===== config.mk =====
export PLATFORM = sky130hd
export DESIGN_NAME = gelu_tanh_arg
export DESIGN_NICKNAME = d
export VERILOG_FILES = /design/src/rtl/gelu_tanh_arg.sv
export SDC_FILE = /design/constraint.sdc
export NUM_CORES = 1
export LEC_CHECK = 0
export ABC_AREA = 1
export BUFFER_PORTS_ARGS = -buffer_cell sky130_fd_sc_hd__buf_4
export CORE_UTILIZATION = 45
export CTS_CLUSTER_SIZE = 16
export DETAILED_ROUTE_END_ITERATION = 8
export HOLD_SLACK_MARGIN = 0.12
export SYNTH_ARGS = -nofsm -noshare
export SYNTH_HDL_FRONTEND = slang
export SYNTH_SLANG_ARGS = --single-unit

===== constraint.sdc =====
create_clock -name clk -period 6.55 [get_ports clk]
set_clock_uncertainty 0.2 [all_clocks]
set_input_delay 0.9825 -clock clk [delete_from_list [all_inputs] [get_ports clk]]
set_output_delay 0.9825 -clock clk [all_outputs]
set_load 0.005 [all_outputs]

===== src/rtl/gelu_tanh_arg.sv =====
// gelu_tanh_arg: pipelined u = sqrt(2/pi)*(x + 0.044715*x^3) feeder for the GELU tanh stage,
// with valid/ready backpressure and a DEPTH-element frame marker.
module gelu_tanh_arg #(
    parameter int DW    = 8,
    parameter int FRAC  = 4,
    parameter int DEPTH = 4,
    parameter int K3    = 2930,
    parameter int KC    = 52290
) (
    input  logic            clk,
    input  logic            rstn,
    input  logic            en,
    input  logic            in_valid,
    output logic            in_ready,
    input  logic [DW-1:0]   i_x,
    output logic            out_valid,
    input  logic            out_ready,
    output logic [2*DW-1:0] o_u,
    output logic            o_last
);
    localparam int PW = 3*DW + 18;
    localparam int QW = PW + 18;
    localparam int SH = 16 + 2*FRAC;
    localparam int CW = DEPTH > 1 ? $clog2(DEPTH) : 1;
    localparam logic signed [PW-1:0] K3W  = PW'(K3);
    localparam logic signed [QW-1:0] KCW  = QW'(KC);
    localparam logic signed [QW-1:0] UMAX = {{(QW-2*DW+1){1'b0}}, {(2*DW-1){1'b1}}};
    localparam logic signed [QW-1:0] UMIN = ~UMAX;

    logic                   v1, v2, v3, v4;
    logic                   ld1, ld2, ld3, ld4;
    logic signed [DW-1:0]   s1_x, s2_x;
    logic signed [2*DW-1:0] s1_x2;
    logic signed [3*DW-1:0] s2_x3;
    logic signed [PW-1:0]   s3_t, p3;
    logic signed [QW-1:0]   p4, q;
    logic [2*DW-1:0]        u_sat;
    logic [CW-1:0]          cnt;

    // A stage may load when empty or when the stage after it drains this cycle.
    always_comb begin
        ld4      = ~v4 | out_ready;
        ld3      = ~v3 | ld4;
        ld2      = ~v2 | ld3;
        ld1      = ~v1 | ld2;
        in_ready = rstn & en & ld1;
        p3       = PW'(s2_x3) * K3W;
        p4       = QW'(s3_t) * KCW;
        q        = p4 >>> 16;
        u_sat    = q > UMAX ? UMAX[2*DW-1:0] : (q < UMIN ? UMIN[2*DW-1:0] : q[2*DW-1:0]);
    end

    always_ff @(posedge clk or negedge rstn) begin
        if (!rstn) begin
            {v1, v2, v3, v4} <= '0;
            s1_x  <= '0;
            s1_x2 <= '0;
            s2_x  <= '0;
            s2_x3 <= '0;
            s3_t  <= '0;
            o_u   <= '0;
            cnt   <= '0;
        end else if (!en) begin
            {v1, v2, v3, v4} <= '0;
            cnt <= '0;
        end else begin
            if (ld1) v1 <= in_valid;
            if (ld1 && in_valid) begin
                s1_x  <= $signed(i_x);
                s1_x2 <= (2*DW)'($signed(i_x)) * (2*DW)'($signed(i_x));
            end
            if (ld2) v2 <= v1;
            if (ld2 && v1) begin
                s2_x  <= s1_x;
                s2_x3 <= (3*DW)'(s1_x2) * (3*DW)'(s1_x);
            end
            if (ld3) v3 <= v2;
            if (ld3 && v2) s3_t <= PW'(s2_x) + (p3 >>> SH);
            if (ld4) v4 <= v3;
            if (ld4 && v3) o_u <= u_sat;
            if (v4 && out_ready) cnt <= cnt == CW'(DEPTH-1) ? '0 : cnt + CW'(1);
        end
    end

    assign out_valid = v4;
    assign o_last    = v4 & (cnt == CW'(DEPTH-1));
endmodule


==> out/metrics.cfg, run 1 <==
[outcome]
outcome=completed

[global_routing]
grt_overflow_total=0
grt_max_degree=71
antenna_found_initial=0
grt_pass1_wl_um=78800
grt_pass1_vias=15782
grt.total_usage=0.220

[placed_design]
port_buffers=31
hpwl_um=39800
gp_congestion=0.943

[drt]
drtAntennaViolNets=0
drt_drc_violations_left=0
num_vias=15380
firstDrtPassIters=7
vias_per_cell=4.97
routed_wl_um=45700
drt_iter0_drc=846
wl_per_cell_um=14.8

[timing]
fmax_mhz=163
hold_viol_final=0
max_slew.worst_pin.slew_ns=0.920
fin_tns_setup_ns=0
finalSetupViolCount=0
final.min_clock_period_ns=6.14
rsz0062_at_grt=false
relSlewSlack=0.386
post-route-period-util=0.937
drv_slew=0

[die]
core_area_um2=43400
initial_core_util=0.460
fp.dieW_um=213
dieArea_um2=45200
die_h_um=213
ios=32
fp-row-count=76

[synth]
synth_cells=2512
synth.avg_cell_area_um2=7.94
yosys_warnings=0
syn_area_um2=19900
synthesis.nets=3130
synth_seq_cells=89
seq_area_frac_synth=0.112
ys_types=49

[worst_setup_path]
r2r_setup_slack_ns=0.41
worstPathMaxFanout=8
cp.arrival_ns=6.19
required_ns=6.60
rr_startpoint=s2_x3[15]
worstSetupPathType=register to register
end_kind=register
r2r-end=s3_t[10]
start_kind=register
rr_worst_depth=24

[cells_and_area]
final_common_cell=inv_1
fin_nets=3124
num_antenna_cells=0
drive_above_1_share=0.0510
syn2layout_area_growth_pct=5.57
fill_cells=4363
final_cell_mix=inv_1 (617), nand2_1 (553), ha_1 (307)

[clocking]
path_clk_slew_ns=0.08
cts_hold_buf=0
clock-root-buffer=clkbuf_16
cts_tree=yes
insertion_delay_ns=0.38
cts-htree-levels=3
cts.sinks=89
cts.path.max_buffers=2
cts_made_buffers=9
postCtsSetupRepairBufs=0

[worst_hold_path]
hold_path.class=register to register
hold_end=o_u[8]
min_path_cells=2
hold_start=o_u[8]

[run]
max_cap_violations=0

==> routing by layer <==
metal | vias to the layer above | track usage | wire length [µm] | share of wire
li1 | 7655 | - | - | -
met2 | 229 | 0.371 | 21700 | 0.47
met1 | 7457 | 0.304 | 22000 | 0.48
met5 | - | 0 | 0 | 0
met4 | 0 | 0.0417 | 607 | 0.013
met3 | 39 | 0.0270 | 1430 | 0.031
==> worst max-delay path by stage <==
stage / startpoint / endpoint / slack [ns] / depth (start not counted)
after CTS: s2_x3[18] / s3_t[8] / 0.18 / 23
final: s2_x3[15] / s3_t[10] / 0.41 / 24
after floorplan: s2_x3[13] / s3_t[8] / 0.75 / 24
after global routing: s2_x3[17] / s3_t[8] / 0.03 / 24
after global placement: s2_x3[19] / s3_t[8] / 0.27 / 23
after detailed placement: s2_x3[18] / s3_t[8] / 0.19 / 24
==> Yosys cell counts (all sizes together) <==
library cell / count / share of area
o31ai: 1 / 0.00038
o2111ai: 1 / 0.00044
o21bai: 12 / 0.0045
fa: 297 / 0.30
xnor2: 23 / 0.010
nand4: 23 / 0.0072
or2: 17 / 0.0053
nand3b: 7 / 0.0026
nand2: 563 / 0.11
a31oi: 16 / 0.0050
ha: 308 / 0.19
nand3: 97 / 0.025
a21boi: 4 / 0.0017
a22oi: 1 / 0.00038
nor3: 13 / 0.0041
clkbuf: 39 / 0.0073
inv: 624 / 0.12
conb: 2 / 0.00038
o21a: 3 / 0.0011
nor4: 5 / 0.0016
dfrtp: 89 / 0.11
and2: 2 / 0.00063
and3: 1 / 0.00031
a31o: 1 / 0.00044
o22ai: 4 / 0.0019
a21oi: 94 / 0.024
a21o: 13 / 0.0049
xor2: 19 / 0.0083
nor2: 112 / 0.022
o211ai: 1 / 0.00038
o21ai: 105 / 0.027
buf: 15 / 0.0046
==> timing repair <==
action | 4_1_cts | 5_1_grt
gates resized for setup | 0 | 23
endpoints found under the setup margin | 0 | 6
endpoints found under the hold margin | 0 | 0
==> through the flow <==
stage	setup slack, ns	instance area (µm²)	std cells	hold slack, ns	utilization
finish	0.414	21100	3096	0.292	0.485
global route	0.0317	21100	3096	0.298	0.485
CTS	0.177	21000	3096	0.285	0.485
detailed placement	0.191	20700	3080	0.271	0.478
global placement	0.265	20700	3080	0.266	0.478
floorplan	0.752	19900	2512	0.255	-
==> logic make-up (layout without fill, tap and decap cells) <==
family,after synthesis,after routing,share of synthesized area
flip-flops,89,89,0.112
AND/OR/NAND/NOR,840,840,0.176
buffers and inverters,678,677,0.129
XOR/XNOR,42,42,0.0184
other,2,2,0.000377
AO/OA/AOI/OAI,256,256,0.0726
adder cells (fa/ha/maj),605,605,0.491
==> final cells by class <==
type                            instances  area, µm²  area share
Sequential cell                        89       2250       0.107
Timing Repair Buffer                   37        278      0.0132
Clock inverter                          5       63.8     0.00303
Inverter                              624       2340       0.111
Clock buffer                           11        243      0.0115
Multi-Input combinational cell       1745      15100       0.719
Tap cell                              585        732      0.0348
==> registers in the layout (all words and copies together) (netlist names) <==
signal,cells
s3_t,14
s2_x,8
v1,1
s1_x,8
cnt,2
v3,1
s1_x2,14
s2_x3,23
v2,1
o_u,16
out_valid,1
==> critical path, cell delays in order (launching register included) <==
cell	delay (ns)
dfrtp_2	0.49
fa_1	0.59
fa_1	0.43
fa_1	0.48
fa_1	0.54
inv_1	0.05
fa_1	0.55
inv_1	0.05
ha_1	0.35
nand2_1	0.08
nand2_1	0.07
a31oi_1	0.24
o21ai_0	0.18
a31oi_1	0.25
nand2_1	0.09
nand2_1	0.06
nand2_1	0.12
ha_1	0.36
nand2_1	0.14
nor2_2	0.17
nand3_1	0.12
nand3_1	0.12
a21oi_1	0.07
o21ai_1	0.15
nand2_1	0.08
Power of run 1 is not shown: default switching activity piles up to over one toggle a cycle in this logic, so the estimate is an artifact.
==> run 2: changes to the inputs <==
--- a/config.mk
+++ b/config.mk
@@ -7,6 +7,7 @@
 export LEC_CHECK = 0
 export ABC_AREA = 1
 export BUFFER_PORTS_ARGS = -buffer_cell sky130_fd_sc_hd__buf_4
+export CORE_ASPECT_RATIO = 1.1
 export CORE_UTILIZATION = 45
 export CTS_CLUSTER_SIZE = 16
 export DETAILED_ROUTE_END_ITERATION = 8
==> constraint.sdc (replaced) <==
create_clock -name clk -period 7.8 [get_ports clk]
set_clock_uncertainty 0.2 [all_clocks]
set_input_delay 1.17 -clock clk [delete_from_list [all_inputs] [get_ports clk]]
set_output_delay 1.17 -clock clk [all_outputs]
set_load 0.005 [all_outputs]
==> run 2 against run 1 <==
  * Die area about the same
  * Wire length up 1.3%
  * First-iteration DRC count down 4.1%
  * Fmax down 5.8%
  * Worst setup slack better by 0.87 ns
  * Non-clock buffer count down 3
  * Largest cell class unchanged
  * Final area down 0.37%
  * Global-route usage up 0.096 points
==> out/metrics.cfg, run 2 (synthesis gave the netlist of run 1 again) <==
[outcome]
outcome=completed

[worst_setup_path]
required_ns=7.87
rr_startpoint=s2_x3[23]
end_kind=register
r2r_setup_slack_ns=1.29
start_kind=register
r2r-end=s3_t[13]
worstSetupPathType=register to register
worstPathMaxFanout=18
rr_worst_depth=26
cp.arrival_ns=6.58

[clocking]
cts_tree=yes
cts.sinks=89
postCtsSetupRepairBufs=0
cts-htree-levels=3
cts.path.max_buffers=2
insertion_delay_ns=0.38
cts_hold_buf=0
cts_made_buffers=9
ctsResizeCount=0
clock-root-buffer=clkbuf_16
path_clk_slew_ns=0.08

[die]
die_h_um=223
fp-row-count=80
fp.dieW_um=203
dieArea_um2=45200
initial_core_util=0.458
ios=32
core_area_um2=43500

[timing]
rsz0062_at_grt=false
finalSetupViolCount=0
hold_viol_final=0
final.min_clock_period_ns=6.51
drv_slew=0
post-route-period-util=0.835
fin_tns_setup_ns=0
max_slew.worst_pin.slew_ns=0.900
relSlewSlack=0.400
fmax_mhz=153

[worst_hold_path]
hold_path.class=register to register
hold_start=o_u[7]
min_path_cells=2
hold_end=o_u[7]

[global_routing]
grt_pass1_wl_um=80100
grt.total_usage=0.221
grt_overflow_total=0
antenna_found_initial=0
grt_max_degree=65
grt_pass1_vias=16207

[cells_and_area]
drive_above_1_share=0.0423
regMostFlops=s2_x3
utilization=0.482
fin_nets=3121
final_common_cell=inv_1
syn2layout_area_growth_pct=5.18
fill_cells=4317
largest_register_ffs=23
num_antenna_cells=0
reg_top3=s2_x3: 23 flops, o_u: 16 flops
final_cell_mix=inv_1 (617), nand2_1 (553), ha_1 (308)

[drt]
drt_iter0_drc=811
num_vias=15357
wl_per_cell_um=15.0
firstDrtPassIters=8
routed_wl_um=46300
drtAntennaViolNets=0
vias_per_cell=4.98
drt_drc_violations_left=0

[run]
max_cap_violations=0

[placed_design]
gp_congestion=0.918
port_buffers=31
hpwl_um=40200

-- run 2: changes by cell type in the layout (fill, tap and decap cells not counted), moves of 2 or more --
cell	delta
inv_8	+2
buf_4	-3
o21ai_1	-3
dfrtp_1	+16
dfrtp_2	-16
o21ai_0	+3
-- run 2: worst max path at each step --
| stage | cells after the start | slack [ns] | endpoint | start |
|---|---|---|---|---|
| 2_1_floorplan | 24 | 2.00 | s3_t[8] | s2_x3[13] |
| 3_3_place_gp | 23 | 1.24 | s3_t[9] | s2_x3[23] |
| 3_5_place_dp | 23 | 1.31 | s3_t[9] | s2_x3[23] |
| 4_1_cts | 23 | 1.29 | s3_t[9] | s2_x3[23] |
| 5_1_grt | 25 | 0.89 | s3_t[12] | s2_x3[23] |
| 6_report | 26 | 1.29 | s3_t[13] | s2_x3[23] |
-- run 2: stage by stage --
stage | instances | worst slack [ns] | hold slack (ns) | instance area [µm²]
floorplan | 2512 | 2.00 | 0.255 | 19900
global placement | 3066 | 1.24 | 0.270 | 20700
detailed placement | 3066 | 1.31 | 0.272 | 20700
CTS | 3082 | 1.29 | 0.297 | 21000
global route | 3082 | 0.888 | 0.333 | 21000
finish | 3082 | 1.29 | 0.289 | 21000
-- run 2: per-layer routing --
| metal | global-route usage | vias to the layer above | routed length, µm | share of wire |
|---|---|---|---|---|
| met3 | 0.0235 | 40 | 1170 | 0.025 |
| met5 | 0 | - | 0 | 0 |
| met2 | 0.385 | 202 | 22900 | 0.49 |
| met4 | 0.0538 | 0 | 744 | 0.016 |
| met1 | 0.291 | 7463 | 21500 | 0.46 |
| li1 | - | 7652 | - | - |
-- run 2: critical path: stages, from the launching register on --
cell	delay, ns
dfrtp_1	0.58
buf_4	0.32
ha_1	0.22
or2_2	0.31
fa_1	0.45
fa_1	0.51
inv_1	0.06
fa_1	0.51
fa_1	0.54
inv_1	0.04
ha_1	0.39
a21o_1	0.22
a21oi_1	0.23
o21ai_0	0.13
a21oi_1	0.26
nand2_1	0.10
nand2_1	0.06
nand2_1	0.05
ha_1	0.34
a21o_1	0.20
o21bai_1	0.18
a21oi_1	0.17
nand2_1	0.07
nand2_1	0.05
nand2_1	0.08
nand2_1	0.08
nand2_1	0.05
-- run 2: cell type report --
type                    count  area, µm²  area share
multi-input cells        1745      15100       0.722
inverters                 624       2340       0.112
flip-flops and latches     89       2230       0.106
well taps                 574        718      0.0342
repair buffers             34        255      0.0122
clock buffers               9        225      0.0107
clock inverters             7       71.3     0.00340
Power of run 2 is left out for the same reason.
==> run 3: changes to the inputs <==
==> constraint.sdc (replaced) <==
create_clock -name clk -period 5.84 [get_ports clk]
set_clock_uncertainty 0.2 [all_clocks]
set_input_delay 0.876 -clock clk [delete_from_list [all_inputs] [get_ports clk]]
set_output_delay 0.876 -clock clk [all_outputs]
set_load 0.005 [all_outputs]
==> run 3 against run 2 <==
  * Non-clock buffer count up 148
  * Final area rose by 11%
  * Fmax grew 13%
  * Core utilization increased by 5.3 points
  * Cell count grew 4.8%
  * First-iteration DRC count is 21% lower
  * Die area is the same
  * Via count increased by 4.6%
  * Count of clock-buffer cells in the layout is the same
  * Wire length increased by 4.2%
==> out/metrics.cfg, run 3 (synthesis gave the netlist of run 1 again) <==
[cells_and_area]
final_cell_mix=inv_1 (599), nand2_1 (505), fa_1 (290)
drive_above_1_share=0.175
regMostFlops=s2_x3
layout.area.seq_um2=2250
final_cell_area_um2=23300
largest_register_ffs=23
fin_nets=3269
syn2layout_area_growth_pct=16.8
stdcell_count=3230
fill_cells=4142
num_antenna_cells=0
final_common_cell=inv_1
multi_input_area_um2=16300
reg_top3=s2_x3: 23 flops, o_u: 16 flops

[clocking]
cts_hold_buf=0
cts-htree-levels=3
cts_tree=yes
clock-root-buffer=clkbuf_16
path_clk_slew_ns=0.07
insertion_delay_ns=0.39
cts_made_buffers=9
cts.path.max_buffers=2
cts.sinks=89

[worst_hold_path]
hold_path.class=input port to asynchronous set/reset pin

[drt]
firstDrtPassIters=5
drt_iter0_drc=639
vias_per_cell=4.97
num_vias=16060
drtAntennaViolNets=0
routed_wl_um=48300
wl_per_cell_um=14.9
drt_drc_violations_left=0

[timing]
drv_slew=0
rsz0062_at_grt=true
post-route-period-util=0.986
max_slew.worst_pin.slew_ns=0.833
hold_viol_final=0
relSlewSlack=0.444
finalSetupViolCount=0
fin_tns_setup_ns=0
fmax_mhz=174
final.min_clock_period_ns=5.76

[worst_setup_path]
cpMostUsedCell=nand2_1
end_kind=register
start_kind=register
r2r-end=s3_t[13]
r2r_setup_slack_ns=0.08
worstPathMaxFanout=4
max_stage_delay_ns=0.52
worstSetupPathType=register to register
required_ns=5.92
rr_startpoint=s2_x3[17]
rr_worst_depth=28
cp_slowest_cell=fa_1
cp.arrival_ns=5.84

[global_routing]
grt_pass1_vias=16915
grt_max_degree=61
grt_pass1_wl_um=82500
grt.total_usage=0.226
grt_overflow_total=0
antenna_found_initial=0

[placed_design]
port_buffers=31
placed_cell_area_um2=21500
hpwl_um=41200
place_inst=3181
gp_congestion=0.925

[die]
ios=32
dieArea_um2=45200
initial_core_util=0.458
core_area_um2=43500
die_h_um=223
fp.dieW_um=203
fp-row-count=80

[outcome]
outcome=completed

[run]
max_cap_violations=0

run 3: cell count changes in the layout (fill, tap and decap cells not counted), moves of 26 or more:
cell and delta:
nand2_2 +36, nand2_1 -48, ha_1 -36, ha_4 +32, a21oi_1 -26, buf_4 +143
run 3: timing repair:
item / in CTS / in global routing
pin swaps: 39 / 160
buffers inserted: 9 / 24
setup endpoints to repair: 11 / 11
gates resized for setup: 81 / 194
run 3: metal layers:
layer / routed length (µm) / vias to the layer above / track usage / share of wire
met1: 21800 / 7895 / 0.298 / 0.45
met5: 0 / - / 0 / 0
met4: 903 / 0 / 0.0526 / 0.019
met2: 24600 / 170 / 0.400 / 0.51
li1: - / 7945 / - / -
met3: 987 / 50 / 0.0186 / 0.020
run 3: through the flow:
stage                     hold WS [ns]  setup slack (ns)  utilization
final                            0.216            0.0819        0.535
after global routing             0.235            -0.167        0.535
after CTS                        0.221           -0.0104        0.512
after detailed placement         0.272            -0.275        0.495
after global placement           0.267            -0.210        0.495
after floorplan                  0.255            0.0416            -
run 3: worst max-delay path by stage:
stage	from	slack, ns	to
floorplan	s2_x3[13]	0.04	s3_t[8]
global placement	s2_x3[19]	-0.21	s3_t[8]
detailed placement	s2_x3[10]	-0.27	s3_t[8]
CTS	s2_x3[8]	-0.01	s3_t[8]
global route	s2_x3[11]	-0.17	s3_t[13]
finish	s2_x3[17]	0.08	s3_t[13]
run 3: layout make-up:
class                      instances  share of cell area
multi-input combinational       1745               0.699
inverter                         624               0.101
sequential                        89              0.0965
timing repair buffer             182              0.0602
tap                              574              0.0308
clock buffer                       9             0.00967
clock inverter                     7             0.00279
run 3: worst max-delay path: cells and delay by family, from the launching register on:
kind	cells	cell delay, ns
compound gates	3	0.40
fa+ha+maj	7	3.04
buf+inv	6	0.58
flops	1	0.44
simple gates	12	0.98
Power of run 3 is left out for the same reason.
